`src/rtl/arith.sv`:
```
// -----------------------------------------------------------------------------
// arith -- registered 8-bit arithmetic/logic unit.
//
// Takes two operands and an opcode and produces one result word plus status
// flags exactly one clock after in_valid is sampled high. There is no internal
// multi-cycle state. A new operation can be accepted on every cycle.
//
// Ports:
//   clk        in   system clock, rising edge
//   rst_n      in   synchronous active-low reset
//   a, b       in   operands (unsigned; two's complement for ovf)
//   op         in   000 ADD, 001 SUB, 010 AND, 011 OR, 100 XOR,
//                   101 MUL, 110 MIN, 111 MAX
//   in_valid   in   operands/opcode sampled when high
//   out        out  registered result
//   out_valid  out  one-cycle pulse per new result
//   carry      out  carry / borrow / product-high-nonzero
//   zero       out  registered out == 0
//   ovf        out  signed overflow (ADD/SUB only)
//
// Build option:
//   ARITH_SAT_EN  when defined, ADD and MUL clamp to all-ones on carry and
//                 SUB clamps to zero on borrow. carry and ovf report the raw
//                 (unclamped) condition.
// -----------------------------------------------------------------------------
module arith #(
   parameter int WIDTH = 8
) (
   input  logic             clk,
   input  logic             rst_n,
   input  logic [WIDTH-1:0] a,
   input  logic [WIDTH-1:0] b,
   input  logic [2:0]       op,
   input  logic             in_valid,
   output logic [WIDTH-1:0] out,
   output logic             out_valid,
   output logic             carry,
   output logic             zero,
   output logic             ovf
);

   localparam logic [2:0] OP_ADD = 3'b000;
   localparam logic [2:0] OP_SUB = 3'b001;
   localparam logic [2:0] OP_AND = 3'b010;
   localparam logic [2:0] OP_OR  = 3'b011;
   localparam logic [2:0] OP_XOR = 3'b100;
   localparam logic [2:0] OP_MUL = 3'b101;
   localparam logic [2:0] OP_MIN = 3'b110;
   localparam logic [2:0] OP_MAX = 3'b111;

`ifdef ARITH_SAT_EN
   // Clamp to the largest unsigned value when the raw result overflowed.
   function automatic logic [WIDTH-1:0] sat_hi(input logic [WIDTH-1:0] v,
                                               input logic             c);
      return c ? {WIDTH{1'b1}} : v;
   endfunction

   // Clamp to zero when the raw subtraction borrowed.
   function automatic logic [WIDTH-1:0] sat_lo(input logic [WIDTH-1:0] v,
                                               input logic             c);
      return c ? {WIDTH{1'b0}} : v;
   endfunction
`endif

   logic [WIDTH:0]     w_sum;
   logic [WIDTH:0]     w_diff;
   logic [2*WIDTH-1:0] w_prod;
   logic               w_borrow;
   logic               w_prod_hi;
   logic               w_add_ovf;
   logic               w_sub_ovf;
   logic               w_a_lt_b;
   logic [WIDTH-1:0]   w_res;
   logic               w_carry;
   logic               w_ovf;

   // Widen before the operation so the carry/borrow and high product bits survive.
   assign w_sum     = {1'b0, a} + {1'b0, b};
   assign w_diff    = {1'b0, a} - {1'b0, b};
   assign w_prod    = {{WIDTH{1'b0}}, a} * {{WIDTH{1'b0}}, b};
   assign w_borrow  = w_diff[WIDTH];
   assign w_prod_hi = |w_prod[2*WIDTH-1:WIDTH];
   assign w_a_lt_b  = (a < b);

   // ADD overflows when both operands share a sign the result does not;
   // SUB overflows when the operands differ in sign and the result takes b's sign.
   assign w_add_ovf = (a[WIDTH-1] == b[WIDTH-1]) && (w_sum[WIDTH-1]  != a[WIDTH-1]);
   assign w_sub_ovf = (a[WIDTH-1] != b[WIDTH-1]) && (w_diff[WIDTH-1] != a[WIDTH-1]);

   always_comb begin
      w_res   = '0;
      w_carry = 1'b0;
      w_ovf   = 1'b0;
      unique case (op)
         OP_ADD: begin
            w_carry = w_sum[WIDTH];
            w_ovf   = w_add_ovf;
`ifdef ARITH_SAT_EN
            w_res   = sat_hi(w_sum[WIDTH-1:0], w_sum[WIDTH]);
`else
            w_res   = w_sum[WIDTH-1:0];
`endif
         end
         OP_SUB: begin
            w_carry = w_borrow;
            w_ovf   = w_sub_ovf;
`ifdef ARITH_SAT_EN
            w_res   = sat_lo(w_diff[WIDTH-1:0], w_borrow);
`else
            w_res   = w_diff[WIDTH-1:0];
`endif
         end
         OP_AND: w_res = a & b;
         OP_OR:  w_res = a | b;
         OP_XOR: w_res = a ^ b;
         OP_MUL: begin
            w_carry = w_prod_hi;
`ifdef ARITH_SAT_EN
            w_res   = sat_hi(w_prod[WIDTH-1:0], w_prod_hi);
`else
            w_res   = w_prod[WIDTH-1:0];
`endif
         end
         OP_MIN: w_res = w_a_lt_b ? a : b;
         OP_MAX: w_res = w_a_lt_b ? b : a;
         default: w_res = '0;
      endcase
   end

   // ---- result register: reset wins over in_valid, idle cycles hold ----
   always_ff @(posedge clk) begin
      if (!rst_n) begin
         out       <= '0;
         carry     <= 1'b0;
         zero      <= 1'b1;
         ovf       <= 1'b0;
         out_valid <= 1'b0;
      end else if (in_valid) begin
         out       <= w_res;
         carry     <= w_carry;
         zero      <= (w_res == '0);
         ovf       <= w_ovf;
         out_valid <= 1'b1;
      end else begin
         out_valid <= 1'b0;
      end
   end

endmodule

```
`config.mk`:
```
export PLATFORM = sky130hd
export DESIGN_NAME = arith
export DESIGN_NICKNAME = d
export VERILOG_FILES = /design/src/rtl/arith.sv
export SDC_FILE = /design/constraint.sdc
export NUM_CORES = 1
export LEC_CHECK = 0
export ABC_CLOCK_PERIOD_IN_PS = 16900
export CORE_ASPECT_RATIO = 0.8
export CORE_MARGIN = 3
export CORE_UTILIZATION = 30
export CTS_CLUSTER_SIZE = 10
export DETAILED_ROUTE_END_ITERATION = 10
export GPL_TIMING_DRIVEN = 0
export MAX_ROUTING_LAYER = met4
export PLACE_DENSITY_LB_ADDON = 0.15
export SETUP_SLACK_MARGIN = 0.2
export SLEW_MARGIN = 10
export SYNTH_ARGS = -nofsm -noshare
export SYNTH_HDL_FRONTEND = slang
export SYNTH_SLANG_ARGS = --single-unit
```
`constraint.sdc`:
```
create_clock -name clk -period 16.9 [get_ports clk]
set_clock_uncertainty 0.2 [all_clocks]
set_input_delay 4.225 -clock clk [delete_from_list [all_inputs] [get_ports clk]]
set_output_delay 4.225 -clock clk [all_outputs]
set_load 0.005 [all_outputs]
```
---- Word-level counts from Yosys, hierarchy flattened ----
Cells that the tools add are included.
Widths: inputs -> output; s select.
storage, ports and cells
  RAM bits ................................ 0
  latch bits .............................. 0
  memories kept ........................... 0
  bits of input ports ..................... 22
  output and inout bits ................... 12
  register bits after elaboration ......... 12
  word-level logic and storage cells ...... 34
  memory bits (read-only) ................. 0
operators by class
  $lt $le $gt $ge ......................... 1
  bitwise operators ....................... 3
  $mul .................................... 1
  shifts and indexed selects .............. 0
  divide/modulo/power cells ............... 0
  equal/unequal tests ..................... 11
  mux-type cells .......................... 6
  $add $sub $neg .......................... 2
  reductions and logical operators ........ 5
operators by type and width
  operator            number
  $pmux 8 s8          1
  $mul 8x8->16        1
  $mux 8              2
  $eq 3x3->1 const B  4
  $add 8x8->9         1
  $sub 8x8->9         1
  $and 8x8->8         1
  $logic_not 8->1     1
  $lt 8x8->1          1
  $or 8x8->8          1
  $reduce_or 8->1     1
  $xor 8x8->8         1
  $eq 3x2->1 const B  2
  $eq 3x1->1 const B  1
  $logic_not 3->1     1
  $ne 1x1->1          3
  $pmux 1 s3          1
  $logic_and 1x1->1   2
  $pmux 1 s2          1
  $eq 1x1->1          1
  $mux 1              1

---- Longest topological paths before layout ----
Gate-level depths: netlist (run 1).
  depth after elaboration ................. 4
  gate-level depth with buffers ........... 18
  depth with buffers taken out ............ 18

---- Worst setup path after synthesis (run 1) ----
Ideal clock, no wire load.
  path kind ............................... in2reg
  start point ............................. input port a[3]
  end point ............................... register carry
  path buffers ............................ 0
  setup time .............................. 0.129 ns
  cell stages on the path ................. 18
  arrival ................................. 8.246 ns
  slack ................................... 8.325 ns
  required time ........................... 16.571 ns
  cells stage by stage .................... inv_1 -> nor2_1 -> fa_1 -> inv_1 -> fa_1 -> inv_1 -> fa_1 -> inv_1 -> fa_1 -> inv_1 -> ha_1 -> a21boi_0 -> o21ai_0 -> nor2b_1 -> xnor2_1 -> or3_1 -> a2111oi_0 -> o21ai_0
on the way
  cells in the longest elaborated chain, start to end .. 3
  elaborated cells between the ends (all ways) .. 5
  classes of those cells .................. add/sub (2); mul (1); mux (1); reduce/logical (1)
ends and longest elaborated chain
  element               line  text
  from (decl)           31    input logic [WIDTH-1:0] a,
  $mul 8x8->16          80    assign w_prod = {{WIDTH{1'b0}}, a} * {{WIDTH{1'b0}}, b};
  $reduce_or 8->1       82    assign w_prod_hi = |w_prod[2*WIDTH-1:WIDTH];
  $pmux 1 s3 *          94    unique case (op)
  to (signal assigned)  140   carry <= w_carry;
  to (decl)             37    output logic carry,
Mark *: on every way between the ends. The rest lies on a longest branch, timed or not.
A chain may end at the register's enable or synchronous reset.

---- Worst setup path in the final report (run 1) ----
  start point ............................. input port a[1]
  end point ............................... register carry
Same word-level chain as after synthesis.

==> impl_metrics.env, run 1 <==
export IMPL_yosysWarnings=0
export IMPL_combPwrFrac=0.752
export IMPL_grt_pass1_vias=3391
export IMPL_switching_share=0.468
export IMPL_start_util=0.314
export IMPL_antenna_found_initial=0
export IMPL_diodes=0
export IMPL_seqCellArea_um2=240
export IMPL_finalCriticalPeriod_ns=9.96
export IMPL_end_kind="register"
export IMPL_cp_required_ns=16.79
export IMPL_powerDensity_nw_per_um2=72.4
export IMPL_crit_fanout=8
export IMPL_std_cell_rows=36
export IMPL_drtAntennaViolNets=0
export IMPL_grt_usage=0.165
export IMPL_crit_type="primary input to register"
export IMPL_io_pins=34
export IMPL_clock_path_buffers=2
export IMPL_nets=654
export IMPL_internal_power_w=0.000174
export IMPL_ys_ff_latch=12
export IMPL_rrSetupSlack_ns=15.95
export IMPL_tightest_slew_ns=0.855
export IMPL_cts_resized=0
export IMPL_die_y_um=108
export IMPL_min_from="ovf"
export IMPL_cts_tree="done"
export IMPL_cts_root_buffer="clkbuf_16"
export IMPL_viasPerCell=5.00
export IMPL_drv_cap=0
export IMPL_die_w_um=134
export IMPL_stdcell_area_um2=4520
export IMPL_layout_cells_most_common_list="84 x inv_1, 62 x nor2_1, 60 x ha_1"
export IMPL_fin_crit_sh=0.590
export IMPL_core_um2=12400
export IMPL_hpwl_um=10000
export IMPL_synthesis_nets=618
export IMPL_synth_seq_area_share=0.0615
export IMPL_avgSynthCellArea_um2=7.84
export IMPL_drv_slew=0
export IMPL_worstPathArrival_ns=9.86
export IMPL_cts_buffers=3
export IMPL_finalWirelength_um=11600
export IMPL_p_leak_nw=2.13
export IMPL_htreeDepth=1
export IMPL_p_seq_frac=0.098
export IMPL_holdPathEnd="ovf"
export IMPL_dr_pass1_iters=5
export IMPL_netlist_cell_type_count=68
export IMPL_relSlewSlack=0.415
export IMPL_path_clk_slew_ns=0.04
export IMPL_synthCells=498
export IMPL_fillers=1370
export IMPL_multi_input_area_um2=3250
export IMPL_vias=3518
export IMPL_cts_num_sinks=12
export IMPL_min_path_type="register to register"
export IMPL_fin_tns_setup_ns=0
export IMPL_outcome="finished clean"
export IMPL_dieArea_um2=14400
export IMPL_grt_max_degree=11
export IMPL_wl_per_cell_um=16.4
export IMPL_grt_setup_unrepaired="no"
export IMPL_final_common_cell="inv_1"
export IMPL_setup_viol=0
export IMPL_port_buffers=31
export IMPL_area_growth_pct=15.7
export IMPL_hold_buffers=0
export IMPL_max_clock_freq_ghz=0.100
export IMPL_r2r_start="zero"
export IMPL_start_kind="primary input"
export IMPL_grt_overflow=0
export IMPL_hold_viol=0
export IMPL_rr_worst_depth=2
export IMPL_min_path_cells=1
export IMPL_clkLatencyLatePin_ns=0.24
export IMPL_r2r_end="zero"
export IMPL_synthFlopType="dfxtp_1"
export IMPL_cts_setup_buffers=0
export IMPL_place_gp_congestion=0.878
export IMPL_worst_ir_drop_vdd_v=0.0000466
export IMPL_synthArstFlopShare=0
export IMPL_syn_area_um2=3900
export IMPL_drive_gt1_frac=0.0525
export IMPL_drt_iter0_markers=270
export IMPL_switchingPower_w=0.000153
export IMPL_grt_pass1_wl_um=18400
export IMPL_post_dp_cell_area_um2=4430
export IMPL_clkPwrFrac=0.150
export IMPL_drc=0
export IMPL_synth_edf_count=0
## worst max-delay path by stage
stage / startpoint / endpoint / slack, ns / cells past startpoint
3_3_place_gp: a[1] / carry / 6.68 / 18
2_1_floorplan: a[3] / carry / 8.33 / 18
6_report: a[1] / carry / 6.94 / 18
3_5_place_dp: a[1] / carry / 6.64 / 18
4_1_cts: a[1] / carry / 6.87 / 18
5_1_grt: a[1] / carry / 6.58 / 18
## metal layers
| layer | vias to the layer above | track usage | part of all wire | wire length, um |
|---|---|---|---|---|
| li1 | 1741 | - | - | - |
| met1 | 1692 | 0.264 | 0.56 | 6440 |
| met2 | 81 | 0.229 | 0.40 | 4580 |
| met3 | 4 | 0.0200 | 0.041 | 472 |
| met4 | 0 | 0.00954 | 0.0059 | 68 |
| met5 | - | - | 0 | 0 |
## layout make-up
class,count,share of cell area
inverter,85,0.0706
sequential,12,0.0532
clock buffer,4,0.0197
buffer,15,0.0211
timing repair buffer,31,0.0687
multi-input combinational,386,0.719
tap,171,0.0474
## power by group through the flow
| stage | logic, W | clock network [W] | registers [W] |
|---|---|---|---|
| 2_1_floorplan | 0.000183 | 0 | 0.0000328 |
| 3_3_place_gp | 0.000245 | 0 | 0.0000325 |
| 3_5_place_dp | 0.000245 | 0 | 0.0000327 |
| 4_1_cts | 0.000248 | 0.0000494 | 0.0000322 |
| 5_1_grt | 0.000280 | 0.0000515 | 0.0000325 |
| 6_report | 0.000246 | 0.0000489 | 0.0000321 |
## through the flow
| stage | util | instances | setup WS [ns] | hold slack, ns | total power (W) |
|---|---|---|---|---|---|
| 6_report | 0.363 | 704 | 6.94 | 0.295 | 0.000327 |
| 5_1_grt | 0.363 | 704 | 6.58 | 0.320 | 0.000364 |
| 4_1_cts | 0.363 | 704 | 6.87 | 0.297 | 0.000329 |
| 3_5_place_dp | 0.356 | 700 | 6.64 | 0.290 | 0.000278 |
| 3_3_place_gp | 0.356 | 700 | 6.68 | 0.284 | 0.000278 |
| 2_1_floorplan | - | 498 | 8.33 | 0.287 | 0.000216 |
## synthesized netlist by cell type (5+ instances only)
cell type  number  area (um^2)
a211oi_1        5         37.5
a21oi_1        26          130
a31oi_1         6         37.5
and2_1          5         31.3
clkbuf_1        5         18.8
dfxtp_1        12          240
fa_1           38          761
ha_1           60          751
inv_1          84          315
mux2i_1        10          100
nand2_1        38          143
nor2_1         62          233
nor2b_1        12         75.1
nor3_1          8         40.0
o21ai_0        21          105
o22ai_1         6         37.5
xnor2_1        13          114
## cells by family after synthesis
| group | count (synthesis) | share of synthesized area |
|---|---|---|
| AND/OR/NAND/NOR | 153 | 0.189 |
| AO/OA/AOI/OAI | 106 | 0.185 |
| buffers and inverters | 100 | 0.106 |
| adder cells (fa/ha/maj) | 98 | 0.387 |
| XOR/XNOR | 17 | 0.0381 |
| multiplexers | 12 | 0.0324 |
| flip-flops | 12 | 0.0615 |
## state kept, by name, summed over array words and instances (netlist names)
| register | flops |
|---|---|
| out_valid | 1 |
| out | 8 |
| ovf | 1 |
| zero | 1 |
| carry | 1 |
## critical path, cell delays in order
cell and delay (ns):
clkdlybuf4s50_1 0.66, inv_1 0.33, nor2_1 0.11, fa_1 0.42, inv_1 0.09, fa_1 0.43
fa_1 0.50, fa_1 0.54, inv_1 0.04, ha_1 0.34, a21oi_1 0.21, a21boi_0 0.16
o21ai_0 0.25, nor2b_1 0.20, xnor2_1 0.08, or3_1 0.37, a2111oi_0 0.75, o21ai_0 0.15
Note: power is estimated with default switching activity, not from simulation.
==> run 2, diff against run 1 <==
ABC_CLOCK_PERIOD_IN_PS = 10100   (was 16900)
clock period = 10.1 ns   (was 16.9 ns; I/O delays follow)
==> results of run 2 <==
The final DEF is identical to that of run 1. Status: finished clean.
Main changes from that run: setup slack after placement 6.64 ns -> 1.54 ns; setup slack after layout 6.94 ns -> 1.84 ns; register-to-register setup slack 15.95 ns -> 9.15 ns; total power 0.000327 W -> 0.000547 W; worst IR drop on VDD 0.0000466 V -> 0.0000780 V
==> run 3, diff against run 2 <==
ABC_CLOCK_PERIOD_IN_PS = 6900   (was 10100)
clock period = 6.9 ns   (was 10.1 ns; I/O delays follow)
==> impl_metrics.env, run 3 (synthesis gave the netlist of run 1 again) <==
export IMPL_drc=0
export IMPL_clock_path_buffers=2
export IMPL_combPwrFrac=0.758
export IMPL_setup_viol=0
export IMPL_clkLatencyLatePin_ns=0.24
export IMPL_antenna_found_initial=0
export IMPL_area_growth_pct=16.2
export IMPL_worstPathArrival_ns=6.38
export IMPL_cts_tree="done"
export IMPL_finalCriticalPeriod_ns=6.47
export IMPL_clkPwrFrac=0.146
export IMPL_min_from="ovf"
export IMPL_drive_gt1_frac=0.0804
export IMPL_end_kind="register"
export IMPL_grt_pass1_wl_um=18500
export IMPL_core_um2=12400
export IMPL_drv_slew=0
export IMPL_min_path_type="register to register"
export IMPL_viasPerCell=5.02
export IMPL_die_w_um=134
export IMPL_io_pins=34
export IMPL_crit_fanout=6
export IMPL_drt_iter0_markers=231
export IMPL_grt_max_degree=11
export IMPL_cp_required_ns=6.82
export IMPL_crit_type="primary input to register"
export IMPL_grt_setup_unrepaired="no"
export IMPL_cts_num_sinks=12
export IMPL_vias=3542
export IMPL_nets=656
export IMPL_outcome="finished clean"
export IMPL_final_common_cell="inv_1"
export IMPL_cts_root_buffer="clkbuf_16"
export IMPL_grt_pass1_vias=3413
export IMPL_rrSetupSlack_ns=5.95
export IMPL_dr_pass1_iters=5
export IMPL_tightest_slew_ns=0.734
export IMPL_p_seq_frac=0.096
export IMPL_wl_per_cell_um=16.4
export IMPL_grt_overflow=0
export IMPL_diodes=0
export IMPL_start_kind="primary input"
export IMPL_die_y_um=108
export IMPL_r2r_end="zero"
export IMPL_dieArea_um2=14400
export IMPL_largest_reg_flops=8
export IMPL_hold_viol=0
export IMPL_worst_ir_drop_vdd_v=0.000131
export IMPL_final_util=0.365
export IMPL_hpwl_um=10000
export IMPL_switchingPower_w=0.000387
export IMPL_min_path_cells=1
export IMPL_cts_buffers=3
export IMPL_fin_tns_setup_ns=0
export IMPL_path_clk_slew_ns=0.04
export IMPL_place_gp_congestion=0.878
export IMPL_htreeDepth=1
export IMPL_holdPathEnd="ovf"
export IMPL_std_cell_rows=36
export IMPL_p_leak_nw=2.16
export IMPL_max_clock_freq_ghz=0.155
export IMPL_multi_input_area_um2=3270
export IMPL_drv_cap=0
export IMPL_seqCellArea_um2=240
export IMPL_fin_crit_sh=0.937
export IMPL_relSlewSlack=0.508
export IMPL_start_util=0.314
export IMPL_internal_power_w=0.000430
export IMPL_powerDensity_nw_per_um2=180
export IMPL_max_flop_register="out"
export IMPL_hold_buffers=0
export IMPL_rr_worst_depth=2
export IMPL_switching_share=0.474
export IMPL_finalWirelength_um=11600
export IMPL_fillers=1377
export IMPL_port_buffers=31
export IMPL_r2r_start="zero"
export IMPL_grt_usage=0.166
export IMPL_drtAntennaViolNets=0
export IMPL_layout_cells_most_common_list="77 x inv_1, 62 x nor2_1, 60 x ha_1"
## run 3: cell count changes in the layout (fill, tap and decap cells not counted), moves of 2 or more
| cell | change |
|---|---|
| dlygate4sd2_1 | +6 |
| dlymetal6s2s_1 | +2 |
| inv_2 | +6 |
| clkbuf_2 | +4 |
| inv_1 | -7 |
| buf_4 | +2 |
| a2111oi_0 | -2 |
| clkdlybuf4s50_1 | -13 |
## run 3: routing by layer
metal / vias up / part of all wire / global-route usage
met1: 1710 / 0.55 / 0.265
met4: 0 / 0.0038 / 0.00954
met3: 5 / 0.048 / 0.0209
li1: 1743 / - / -
met2: 84 / 0.40 / 0.232
met5: - / 0 / -
## run 3: power groups by stage
stage	combinational, W	sequential, W	clock, W
6_report	0.000619	0.0000786	0.000119
3_3_place_gp	0.000600	0.0000796	0
5_1_grt	0.000707	0.0000795	0.000126
3_5_place_dp	0.000601	0.0000800	0
2_1_floorplan	0.000448	0.0000804	0
4_1_cts	0.000619	0.0000788	0.000121
## run 3: stage by stage
stage / hold WS [ns] / instances / worst slack [ns] / total power (W) / cell area (um^2)
floorplan: 0.287 / 498 / 0.825 / 0.000528 / 3900
global placement: 0.284 / 700 / -0.824 / 0.000680 / 4430
detailed placement: 0.290 / 700 / -0.858 / 0.000681 / 4430
CTS: 0.297 / 705 / 0.217 / 0.000819 / 4530
global route: 0.320 / 706 / 0.171 / 0.000913 / 4540
finish: 0.295 / 706 / 0.432 / 0.000817 / 4540
## run 3: worst max path at each step
stage | from | end | slack, ns | depth (start not counted)
floorplan | a[3] | carry | 0.83 | 18
global placement | a[1] | carry | -0.82 | 18
detailed placement | a[1] | carry | -0.86 | 18
CTS | b[5] | carry | 0.22 | 17
global route | b[1] | carry | 0.17 | 16
finish | b[4] | carry | 0.43 | 19
## run 3: area by class of cell
class,instances,share of cell area
Multi-Input combinational cell,386,0.722
Inverter,85,0.0709
Timing Repair Buffer,33,0.0668
Sequential cell,12,0.0530
Tap cell,171,0.0472
Buffer,15,0.0210
Clock buffer,4,0.0196
## run 3: critical path, stage by stage
cell           delay, ns
dlygate4sd2_1       0.32
inv_2               0.17
nor2_1              0.09
fa_1                0.53
inv_1               0.05
fa_1                0.47
inv_1               0.05
fa_1                0.52
inv_1               0.05
fa_1                0.53
inv_1               0.04
ha_1                0.31
a21boi_1            0.24
o21ai_1             0.11
nor2b_1             0.15
xnor2_1             0.12
or3_1               0.41
a2111oi_4           0.36
o21ai_0             0.12
## run 3: timing repair
action | CTS | global route
setup endpoints to repair | 1 | 1
cloned | 0 | 0
setup buffers | 1 | 1
resized for setup | 22 | 15
